$ cat config.mk
export PLATFORM = sky130hd
export DESIGN_NAME = i2c_lcd_ctrl
export DESIGN_NICKNAME = d
export VERILOG_FILES = /design/src/rtl/i2c_lcd_ctrl.sv
export SDC_FILE = /design/constraint.sdc
export NUM_CORES = 1
export LEC_CHECK = 0
export ABC_AREA = 0
export BUFFER_PORTS_ARGS = -buffer_cell sky130_fd_sc_hd__clkbuf_2
export CAP_MARGIN = 10
export CORE_UTILIZATION = 45
export DETAILED_ROUTE_END_ITERATION = 10
export PLACE_DENSITY = 0.62
export SETUP_SLACK_MARGIN = 0.05
export SYNTH_ARGS = -nofsm -noshare
export SYNTH_HDL_FRONTEND = slang
export SYNTH_SLANG_ARGS = --single-unit
$ cat constraint.sdc
create_clock -name clk -period 5.2 [get_ports clk]
set_input_delay 0.52 -clock clk [delete_from_list [all_inputs] [get_ports clk]]
set_output_delay 0.52 -clock clk [all_outputs]
set_load 0.005 [all_outputs]
$ cat src/rtl/i2c_lcd_ctrl.sv
// HD44780 4-bit command sequencer driving a PCF8574 expander via simple_i2c.
// Optional: define I2C_LCD_BACKLIGHT_EN to take the BL bit from bl_on.
module i2c_lcd_ctrl #(
   parameter int unsigned PWRUP_DLY = 2_000_000,
   parameter int unsigned CMD_DLY   = 2_500,
   parameter int unsigned LONG_DLY  = 100_000,
   parameter int unsigned BUSY_TO   = 64
) (
   input  logic       clk,
   input  logic       rst_n,
   input  logic       cmd_valid,
   output logic       cmd_ready,
   input  logic       cmd_rs,
   input  logic [7:0] cmd_data,
   input  logic       bl_on,
   output logic [7:0] i2c_data,
   output logic       i2c_we,
   input  logic       i2c_busy,
   input  logic       i2c_error,
   output logic       init_done,
   output logic       error
);

   typedef enum logic [2:0] {
      S_PWRUP, S_FETCH, S_ISSUE, S_ACKW,
      S_DONEW, S_DELAY, S_IDLE, S_ERROR
   } state_e;

   state_e      state_q;
   logic [31:0] cnt_q;
   logic [2:0]  item_q;
   logic [1:0]  wr_q;
   logic [7:0]  byte_q;
   logic        rs_q;
   logic        nib_q;
   logic        long_q;
   logic        hrs_q;
   logic [7:0]  hdata_q;
   logic        ready_q;
   logic        we_q;
   logic [7:0]  data_q;
   logic        done_q;
   logic        err_q;

   logic        bl_d;
   logic [3:0]  nib_d;
   logic [7:0]  exp_d;
   logic        last_d;
   logic [31:0] dly_d;
   logic        f_nib_d;
   logic [7:0]  f_byte_d;
   logic        f_rs_d;
   logic        f_long_d;

   // {nibble_only, byte}; nibble-only items carry their nibble in [7:4]
   function automatic logic [8:0] init_item(input logic [2:0] i);
      case (i)
         3'd0, 3'd1, 3'd2: return {1'b1, 8'h30};
         3'd3:             return {1'b1, 8'h20};
         3'd4:             return {1'b0, 8'h28};
         3'd5:             return {1'b0, 8'h0C};
         3'd6:             return {1'b0, 8'h01};
         default:          return {1'b0, 8'h06};
      endcase
   endfunction

   always_comb begin
`ifdef I2C_LCD_BACKLIGHT_EN
      bl_d = done_q ? bl_on : 1'b1;
`else
      // bl_on has no effect here; the OR only keeps the port referenced
      bl_d = bl_on | 1'b1;
`endif
      nib_d  = wr_q[1] ? byte_q[3:0] : byte_q[7:4];
      exp_d  = {nib_d, bl_d, ~wr_q[0], 1'b0, rs_q};
      last_d = nib_q ? (wr_q == 2'd1) : (wr_q == 2'd3);
      dly_d  = long_q ? LONG_DLY - 1 : CMD_DLY - 1;

      f_nib_d  = 1'b0;
      f_byte_d = hdata_q;
      f_rs_d   = hrs_q;
      if (!done_q) begin
         {f_nib_d, f_byte_d} = init_item(item_q);
         f_rs_d = 1'b0;
      end
      f_long_d = f_nib_d |
         (!f_rs_d && (f_byte_d inside {8'h01, 8'h02, 8'h03}));
   end

   always_ff @(posedge clk) begin
      if (!rst_n) begin
         state_q <= S_PWRUP;
         cnt_q   <= PWRUP_DLY - 1;
         item_q  <= '0;
         wr_q    <= '0;
         byte_q  <= '0;
         rs_q    <= 1'b0;
         nib_q   <= 1'b0;
         long_q  <= 1'b0;
         hrs_q   <= 1'b0;
         hdata_q <= '0;
         ready_q <= 1'b0;
         we_q    <= 1'b0;
         data_q  <= '0;
         done_q  <= 1'b0;
         err_q   <= 1'b0;
      end else begin
         we_q <= 1'b0;
         if (i2c_error &&
             !(state_q inside {S_PWRUP, S_IDLE, S_ERROR})) begin
            state_q <= S_ERROR;
            err_q   <= 1'b1;
            ready_q <= 1'b0;
         end else begin
            unique case (state_q)
               S_PWRUP: begin
                  if (cnt_q == 0) state_q <= S_FETCH;
                  else            cnt_q   <= cnt_q - 32'd1;
               end
               S_FETCH: begin
                  wr_q    <= '0;
                  nib_q   <= f_nib_d;
                  byte_q  <= f_byte_d;
                  rs_q    <= f_rs_d;
                  long_q  <= f_long_d;
                  state_q <= S_ISSUE;
               end
               S_ISSUE: begin
                  if (!i2c_busy) begin
                     data_q  <= exp_d;
                     we_q    <= 1'b1;
                     cnt_q   <= BUSY_TO;
                     state_q <= S_ACKW;
                  end
               end
               S_ACKW: begin
                  if (i2c_busy) begin
                     state_q <= S_DONEW;
                  end else if (cnt_q == 0) begin
                     state_q <= S_ERROR;
                     err_q   <= 1'b1;
                  end else begin
                     cnt_q <= cnt_q - 32'd1;
                  end
               end
               S_DONEW: begin
                  if (!i2c_busy) begin
                     if (last_d) begin
                        cnt_q   <= dly_d;
                        state_q <= S_DELAY;
                     end else begin
                        wr_q    <= wr_q + 2'd1;
                        state_q <= S_ISSUE;
                     end
                  end
               end
               S_DELAY: begin
                  if (cnt_q != 0) begin
                     cnt_q <= cnt_q - 32'd1;
                  end else if (done_q || item_q == 3'd7) begin
                     done_q  <= 1'b1;
                     ready_q <= 1'b1;
                     state_q <= S_IDLE;
                  end else begin
                     item_q  <= item_q + 3'd1;
                     state_q <= S_FETCH;
                  end
               end
               S_IDLE: begin
                  if (cmd_valid) begin
                     hrs_q   <= cmd_rs;
                     hdata_q <= cmd_data;
                     ready_q <= 1'b0;
                     state_q <= S_FETCH;
                  end
               end
               S_ERROR: begin
                  err_q   <= 1'b1;
                  ready_q <= 1'b0;
               end
               default: state_q <= S_ERROR;
            endcase
         end
      end
   end

   assign cmd_ready = ready_q;
   assign i2c_we    = we_q;
   assign i2c_data  = data_q;
   assign init_done = done_q;
   assign error     = err_q;

endmodule
==> results of run 1 <==
## layer usage
metal	up-vias	track usage [%]
met2	98	31.5
met1	1756	34.1
met4	0	7.84
met5	-	0
met3	12	4.07
li1	1879	-
## layout make-up
class                           count  area, µm²  share of cell area, %
Clock buffer                        9        124                   2.86
Clock inverter                      7       48.8                   1.13
Inverter                           13       48.8                   1.13
Multi-Input combinational cell    376       2390                   55.3
Sequential cell                    71       1420                   32.8
Tap cell                          108        135                   3.12
Timing Repair Buffer               29        158                   3.64
## Yosys cell counts (all sizes together), types with 9 or more instances
library cell	count	area (µm²)
clkbuf	27	101
inv	13	48.8
a211oi	9	67.6
nand2	48	180
a21oi	43	215
nor3	17	106
dfxtp	71	1420
or4	16	128
o21ai	26	134
nor4	11	103
nor2	36	135
o31ai	22	179
mux2i	11	110
nand3	15	80.1
a31oi	15	93.8
## registers in the layout (all words and copies together), names as in the netlist
signal and count:
hrs_q 1, i2c_data 7, byte_q 8, cnt_q 32, i2c_we 1, nib_q 1, error 1, cmd_ready 1
item_q 3, wr_q 2, hdata_q 8, state_q 3, rs_q 1, init_done 1, long_q 1
## kinds of logic (layout without fill, tap and decap cells)
group / count (synthesis) / in the layout / synth area share (%)
other: 1 / 1 / 0.0934
xor gates and xnor gates: 3 / 3 / 0.654
adders and majority gates: 8 / 8 / 2.49
AOI/OAI and AO/OA: 160 / 160 / 26.6
and+or+nand+nor: 192 / 192 / 26.7
buffers and inverters: 48 / 58 / 4.98
DFF: 71 / 71 / 35.4
muxes: 12 / 12 / 3.02
## final timing paths
path,start,endpoint
hold / removal,cmd_data[1],hdata_q[1]$_SDFFE_PN0P_
setup / recovery,cnt_q[0]$_SDFFE_PN1P_,cnt_q[4]$_SDFFE_PN1P_
setup reg to reg,cnt_q[0]$_SDFFE_PN1P_,cnt_q[4]$_SDFFE_PN1P_
hold reg to reg,byte_q[7]$_SDFFE_PN0P_,byte_q[7]$_SDFFE_PN0P_
## through the flow
| stage | total power [W] | utilization (%) | instance area, µm² | hold WS, ns | cells |
|---|---|---|---|---|---|
| 2_1_floorplan | 0.00119 | - | 4020 | 0.431 | 495 |
| 3_3_place_gp | 0.00132 | 47.9 | 4160 | 0.444 | 597 |
| 3_5_place_dp | 0.00133 | 47.9 | 4160 | 0.446 | 597 |
| 4_1_cts | 0.00173 | 49.9 | 4330 | 0.363 | 613 |
| 5_1_grt | 0.00185 | 49.9 | 4330 | 0.373 | 613 |
| 6_report | 0.00173 | 49.9 | 4330 | 0.372 | 613 |
## where the power goes
part	internal (W)	switching, W
Combinational	0.000217	0.000374
Clock	0.000173	0.000231
Sequential	0.000618	0.000120
## worst min-delay path, delay by kind of cell
| family | cells | cell delay [ns] |
|---|---|---|
| simple gates | 1 | 0.04 |
| compound gates | 1 | 0.05 |
| buf+inv | 1 | 0.08 |
==> summary by stage, run 1 <==
Floorplanning
The die area is 0.00931 mm². The I/O pin total is 27. The cell row count is 34. After floorplanning, the core was sized to cover 0.00868 mm². The die is between 90 and 100 µm tall.

For this configuration, the core starts out at a cell density of about 46%. The width of the die is 96.5 µm.

STA
For the pin with the worst max-slew slack, the measured transition is 1.22 ns. The largest clock skew in the final design is 0.00688 ns. The smallest setup slack after layout is 2.10 ns.

The final max-slew violation count is 0. For the final routed database, the setup TNS stands at 0 ns. Based on the critical path, the design can be clocked at up to 0.323 GHz. The relative slew slack is 18.6%. The number of hold violations in the final report came to 0.

Setup repair after global routing left no endpoint under its margin. Setup violations remaining at the end of the flow were counted as 0. For the finished layout, the period the worst path requires is 3.10 ns. Of the available clock period, the critical path in the final layout requires 59.6%.

Synth
The post-synthesis area per instance is 8.11 µm². The flip-flop cell with the highest count after synthesis is dfxtp_1. After synthesis, the netlist uses 73 different library cells.

The Yosys step of the flow raised 0 warnings. The share of synthesized flip-flops with an asynchronous set or reset is 0%. After synthesis the cells add up to 0.00402 mm². The synthesized netlist net count is roughly 520. The register bit count reported by yosys is between 70 and 80. Sequential cells were found to cover 35.4% of the synthesized design area. The post-synthesis instance total is 495. The synthesized design contains 0 enable-type register cells.

Critical path
The sum of buffers and inverters on the critical path is 1. Among cell families on the critical path, the largest total delay comes from simple AND/OR/NAND/NOR gates. The largest incremental delay on the critical path is 0.86 ns.

The critical path capture point type is a flop. Along the worst path, the maximum fanout reaches 26. Across all register-to-register paths, the minimum setup slack is around 2.1 ns. The critical path required time is 5.44 ns.

Data arrives at the worst endpoint at approximately 3.3 ns. The class of the most critical setup path is flop to flop. Walking the worst path, the cells encountered are inv_1 -> ha_1 -> nor4b_1 -> o21a_1 -> and4_1 -> nor2_1 -> a221o_1. The cell with the largest stage delay on the worst path is and4_1.

Counting buffers and inverters, the worst setup path is 7 cells deep. The kind of start point of the critical path is a flop. Counting cells, the worst reg-to-reg path comes to 7.

Finish
The top cell types in the final layout, fill and taps aside, are 71 x dfxtp_1, 48 x nand2_1, 43 x a21oi_1, 36 x nor2_1, 24 x clkbuf_2. The layout cell share with drive strength beyond 1 is 12.9%. The final-stage net count is ~520. The number of diodes added for antenna fixing is 0. Counting the fill cells in the layout gives 893.

The leading cell type in the layout, fill and taps excluded is dfxtp_1. Compared with the post-synthesis result, the final layout area differs by 7.82%.

Clock tree
The number of clock buffers added by TritonCTS is 9. The CTS tree is built. After clock tree synthesis, the repair step resized 0 gates.

The total number of H-tree levels is 3. The cell sitting at the root of the clock tree is a clkbuf_8. For the worst-skew pair, the clock arrives at the later sink with an insertion delay of 0.36 ns. The number of buffers inserted by hold repair at cts is 0. Clock-pin slew was measured on the worst setup and hold paths at 0.08 ns. The post-CTS setup buffer count is 0. The maximum root-to-sink buffer count is 2. CTS saw about 70 sinks.

Status
The flow ran to the end, but the final reports show violations. The checks that failed: design-rule violations.

Flow run
Across the run, the number of max-cap violations was 0.

Place
The placer congestion estimate is 0.805. The number of I/O port buffers is 24. The HPWL after detailed placement is 6.68 mm.

The post-placement worst setup slack is 2.15 ns.

Routing
Wire segments on met2 add up to 4.24 mm in the final route. Before antenna repair, the detailed router went through 8 iterations. After detailed routing, the wire length on met1 is 5.13 mm. Using the TritonRoute via totals, the vias-per-cell ratio works out to 6.11. The routed length per instance is 16.4 µm. In the routed design, unresolved DRC markers number 1. The routed design uses 521 µm of met3 wire. The first routing iteration left 204 violations. The uppermost layer routed is met4. The number of nets with antenna violations after detailed routing is 0. For this block, the routed nets add up to 10.0 mm of wire. For this block, the via count after detailed routing is 3,745.

Pwr
The maximum ir drop on the vdd rail is 0.160 mV. The static power due to leakage is between 1 and 1.5 nW. For this design the ratio of total power to cell area is 400 mW/mm².

GRT
The largest net degree at the start of global routing is 34. The first global-routing pass estimated 16.0 mm of wire. The total global routing overflow is 0.

The via count of the first global-routing pass is about 3,200. The number of antenna violations at the first check in global routing is 0. The global-route usage over all layers is 22.5%.

Worst hold path
The worst hold path passes through 3 cells. The worst hold path belongs to the class primary input to flop.
Note: power is estimated with default switching activity, not from simulation.
==> run 2, diff against run 1 <==
==> constraint.sdc (replaced) <==
create_clock -name clk -period 3.05 [get_ports clk]
set_input_delay 0.305 -clock clk [delete_from_list [all_inputs] [get_ports clk]]
set_output_delay 0.305 -clock clk [all_outputs]
set_load 0.005 [all_outputs]
==> summary by stage, run 2 (synthesis results as in run 1) <==
Critical path
Cells along the critical path: inv_1 -> ha_1 -> or3b_2 -> nor3_2 -> o31ai_4 -> or4_1 -> a21oi_1 (was inv_1 -> ha_1 -> nor4b_1 -> o21a_1 -> and4_1 -> nor2_1 -> a221o_1). The critical path capture point type is a flop (unchanged). The family with the most delay on the worst path is simple AND/OR/NAND/NOR gates (unchanged). The kind of start point of the critical path was a flop (unchanged). The cell with the largest stage delay on the worst path is or3b_2 (was and4_1). The class of the most critical setup path is flop to flop (unchanged). The highest net fanout along the worst path came to 9 (was 26). The largest incremental delay on the critical path is 0.54 ns (was 0.86 ns). The critical path required time was 3.34 ns (was 5.44 ns). The arrival time at the worst endpoint is 2.74 ns (was 3.34 ns). The sum of buffers and inverters on the critical path came to 1 (unchanged).

Routing
The vias per cell is 6.07 (was 6.11). The number of nets with antenna violations after detailed routing is 0 (unchanged). The via count is 3,783 (was 3,745). The final wirelength is 9.99 mm (was 10.0 mm).

The detailed-route DRC error count is 1 (unchanged). The routed length per instance was 16.0 µm (was 16.4 µm). The iteration count of the initial detailed-routing pass came to 7 (was 8).

The number of violations reported at the end of detailed-routing iteration 0 is 235 (was 204).

Clock tree
The number of buffers inserted by hold repair at cts is 0 (unchanged). The maximum root-to-sink buffer count came to 2 (unchanged). The post-CTS setup buffer count is 0 (unchanged).

The clock root buffer master is clkbuf_8 (unchanged). The clock latency of the later-clocked register in the worst-skew pair is 0.36 ns (about the same). The number of gates resized after CTS came to 0 (unchanged).

The clock input transition at the sequential cells of the worst setup and hold paths is 0.10 ns (was 0.08 ns). The clock sink count is 71 (unchanged). The number of buffers inserted during clock tree synthesis was 9 (unchanged). The CTS tree is built (unchanged). The total number of H-tree levels is 3 (unchanged).

Finish
The leading cell type in the layout, fill and taps excluded was dfxtp_1 (unchanged). The filler cell count was 864 (was 893). The layout cell share with drive strength beyond 1 came to 14.6% (was 12.9%).

Most frequent cells in the layout: 71 x dfxtp_1, 48 x nand2_1, 43 x a21oi_1, 36 x nor2_1, 24 x clkbuf_2 (unchanged). The number of diodes added for antenna fixing is 0 (unchanged). The post-route cell area came to 0.00442 mm² (was 0.00433 mm²). The final-stage net count is 533 (was 523).

Largest registers: cnt_q (32), byte_q (8), hdata_q (8) (unchanged). The final standard cell count with taps included and fillers excluded is 623 (was 613). The flip-flop count of the largest register after layout was 32 (unchanged). The signed area change from the synthesized netlist to the final layout is 10.0% (was 7.82%). The register ranked first by flip-flop count was cnt_q (unchanged).

GRT
The global-route usage over all layers came to 23.1% (was 22.5%). The total global routing overflow is 0 (unchanged). The number of antenna violations at the first check in global routing is 0 (unchanged). The via count of the first global-routing pass is 3,398 (was 3,185). The largest net degree at the start of global routing is 28 (was 34). The first-pass GRT wire length was 16.8 mm (was 16.0 mm).

Place
The placed instance area was 0.00423 mm² (was 0.00416 mm²). The detailed placer's ending HPWL is 6.96 mm (was 6.68 mm). The number of placed cells counting well taps came to 607 (was 597).

The number of I/O port buffers is 24 (unchanged). The placer congestion estimate is 0.814 (was 0.805).

Status
Violated checks: design-rule violations (unchanged). Outcome: finished with violations (unchanged).

Flow run
The reported max-cap violation count is 0 (unchanged).

STA
The final total negative setup slack was 0 ns (unchanged). The number of hold violations in the final report is 0 (unchanged). The largest clock skew in the final design is 0.0143 ns (was 0.00688 ns). The final setup violation count is 0 (unchanged).

The minimum clock period is 2.46 ns (was 3.10 ns). The relative slew slack was 36.7% (was 18.6%). The actual transition at the worst max-transition pin is 0.948 ns (was 1.22 ns). The worst hold margin is 0.161 ns (was 0.372 ns). The final max-slew violation count is 0 (unchanged). The final clock period utilization by the worst path came to 80.5% (was 59.6%). The highest achievable clock rate is 0.407 GHz (was 0.323 GHz). Setup repair after global routing missed its margin: false (unchanged).

Pwr
The ratio of total power to cell area is 690 mW/mm² (was 400 mW/mm²). The power after layout is 0.00305 W (was 0.00173 W). The static power due to leakage is 1.52 nW (was 1.46 nW).

The maximum ir drop on the vdd rail is 0.403 mV (was 0.160 mV).

Floorplanning
The initial core utilization is 46.3% (unchanged). The vertical extent of the die was 96.5 µm (unchanged). The total core area is 0.00868 mm² (unchanged).

The cell row count came to 34 (unchanged). The die area is 0.00931 mm² (unchanged). The I/O pin total is 27 (unchanged).

The width of the die came to 96.5 µm (unchanged).

Worst hold path
The kind of path behind the tightest hold check is primary input to flop (unchanged).
run 2: cell types whose count changed in the layout (fill, tap and decap cells not counted), sizes merged:
cell / previous run / this run
buf: 5 / 15
clkinv: 2 / 1
inv: 14 / 17
clkinvlp: 4 / 2
run 2: stage by stage:
| stage | utilization, % | setup slack (ns) |
|---|---|---|
| final | 50.9 | 0.593 |
| after global routing | 50.9 | 0.409 |
| after CTS | 50.9 | 0.621 |
| after detailed placement | 48.8 | 0.620 |
| after global placement | 48.8 | 0.692 |
| after floorplan | - | 0.911 |
run 2: path summary, 6_finish.rpt:
check                                             from                 endpoint  slack (ns)  cells past startpoint
worst max-delay path             cnt_q[0]$_SDFFE_PN1P_   cnt_q[30]$_SDFFE_PN0P_        0.59                      7
worst min-delay path                       cmd_data[3]  hdata_q[3]$_SDFFE_PN0P_        0.16                      3
worst max register to register   cnt_q[0]$_SDFFE_PN1P_   cnt_q[30]$_SDFFE_PN0P_        0.59                      7
worst min register to register  byte_q[6]$_SDFFE_PN0P_   byte_q[6]$_SDFFE_PN0P_        0.45                      2
run 2: per-layer routing:
layer	wire length (µm)	share of wire [%]	vias to the layer above	GRT usage (%)
met5	0	0	-	0
met1	5210	52	1785	34.1
li1	-	-	1891	-
met4	151	1.5	0	7.72
met2	4180	42	91	33.4
met3	453	4.5	16	4.54
run 2: area by class of cell:
class                   instances  area (µm²)  share of cell area, %
clock buffers                   9         124                   2.80
clock inverters                 7        61.3                   1.39
inverters                      13        48.8                   1.10
multi-input cells             376        2390                   54.2
flip-flops and latches         71        1420                   32.2
well taps                     108         135                   3.06
repair buffers                 39         233                   5.27
run 2: power breakdown:
group | internal (W) | switching [W]
registers | 0.00105 | 0.000153
logic | 0.000407 | 0.000704
clock network | 0.000311 | 0.000418
run 2: worst min-delay path: stages:
cell and delay, ns:
clkbuf_2 0.08, nand2_1 0.04, a21oi_1 0.05
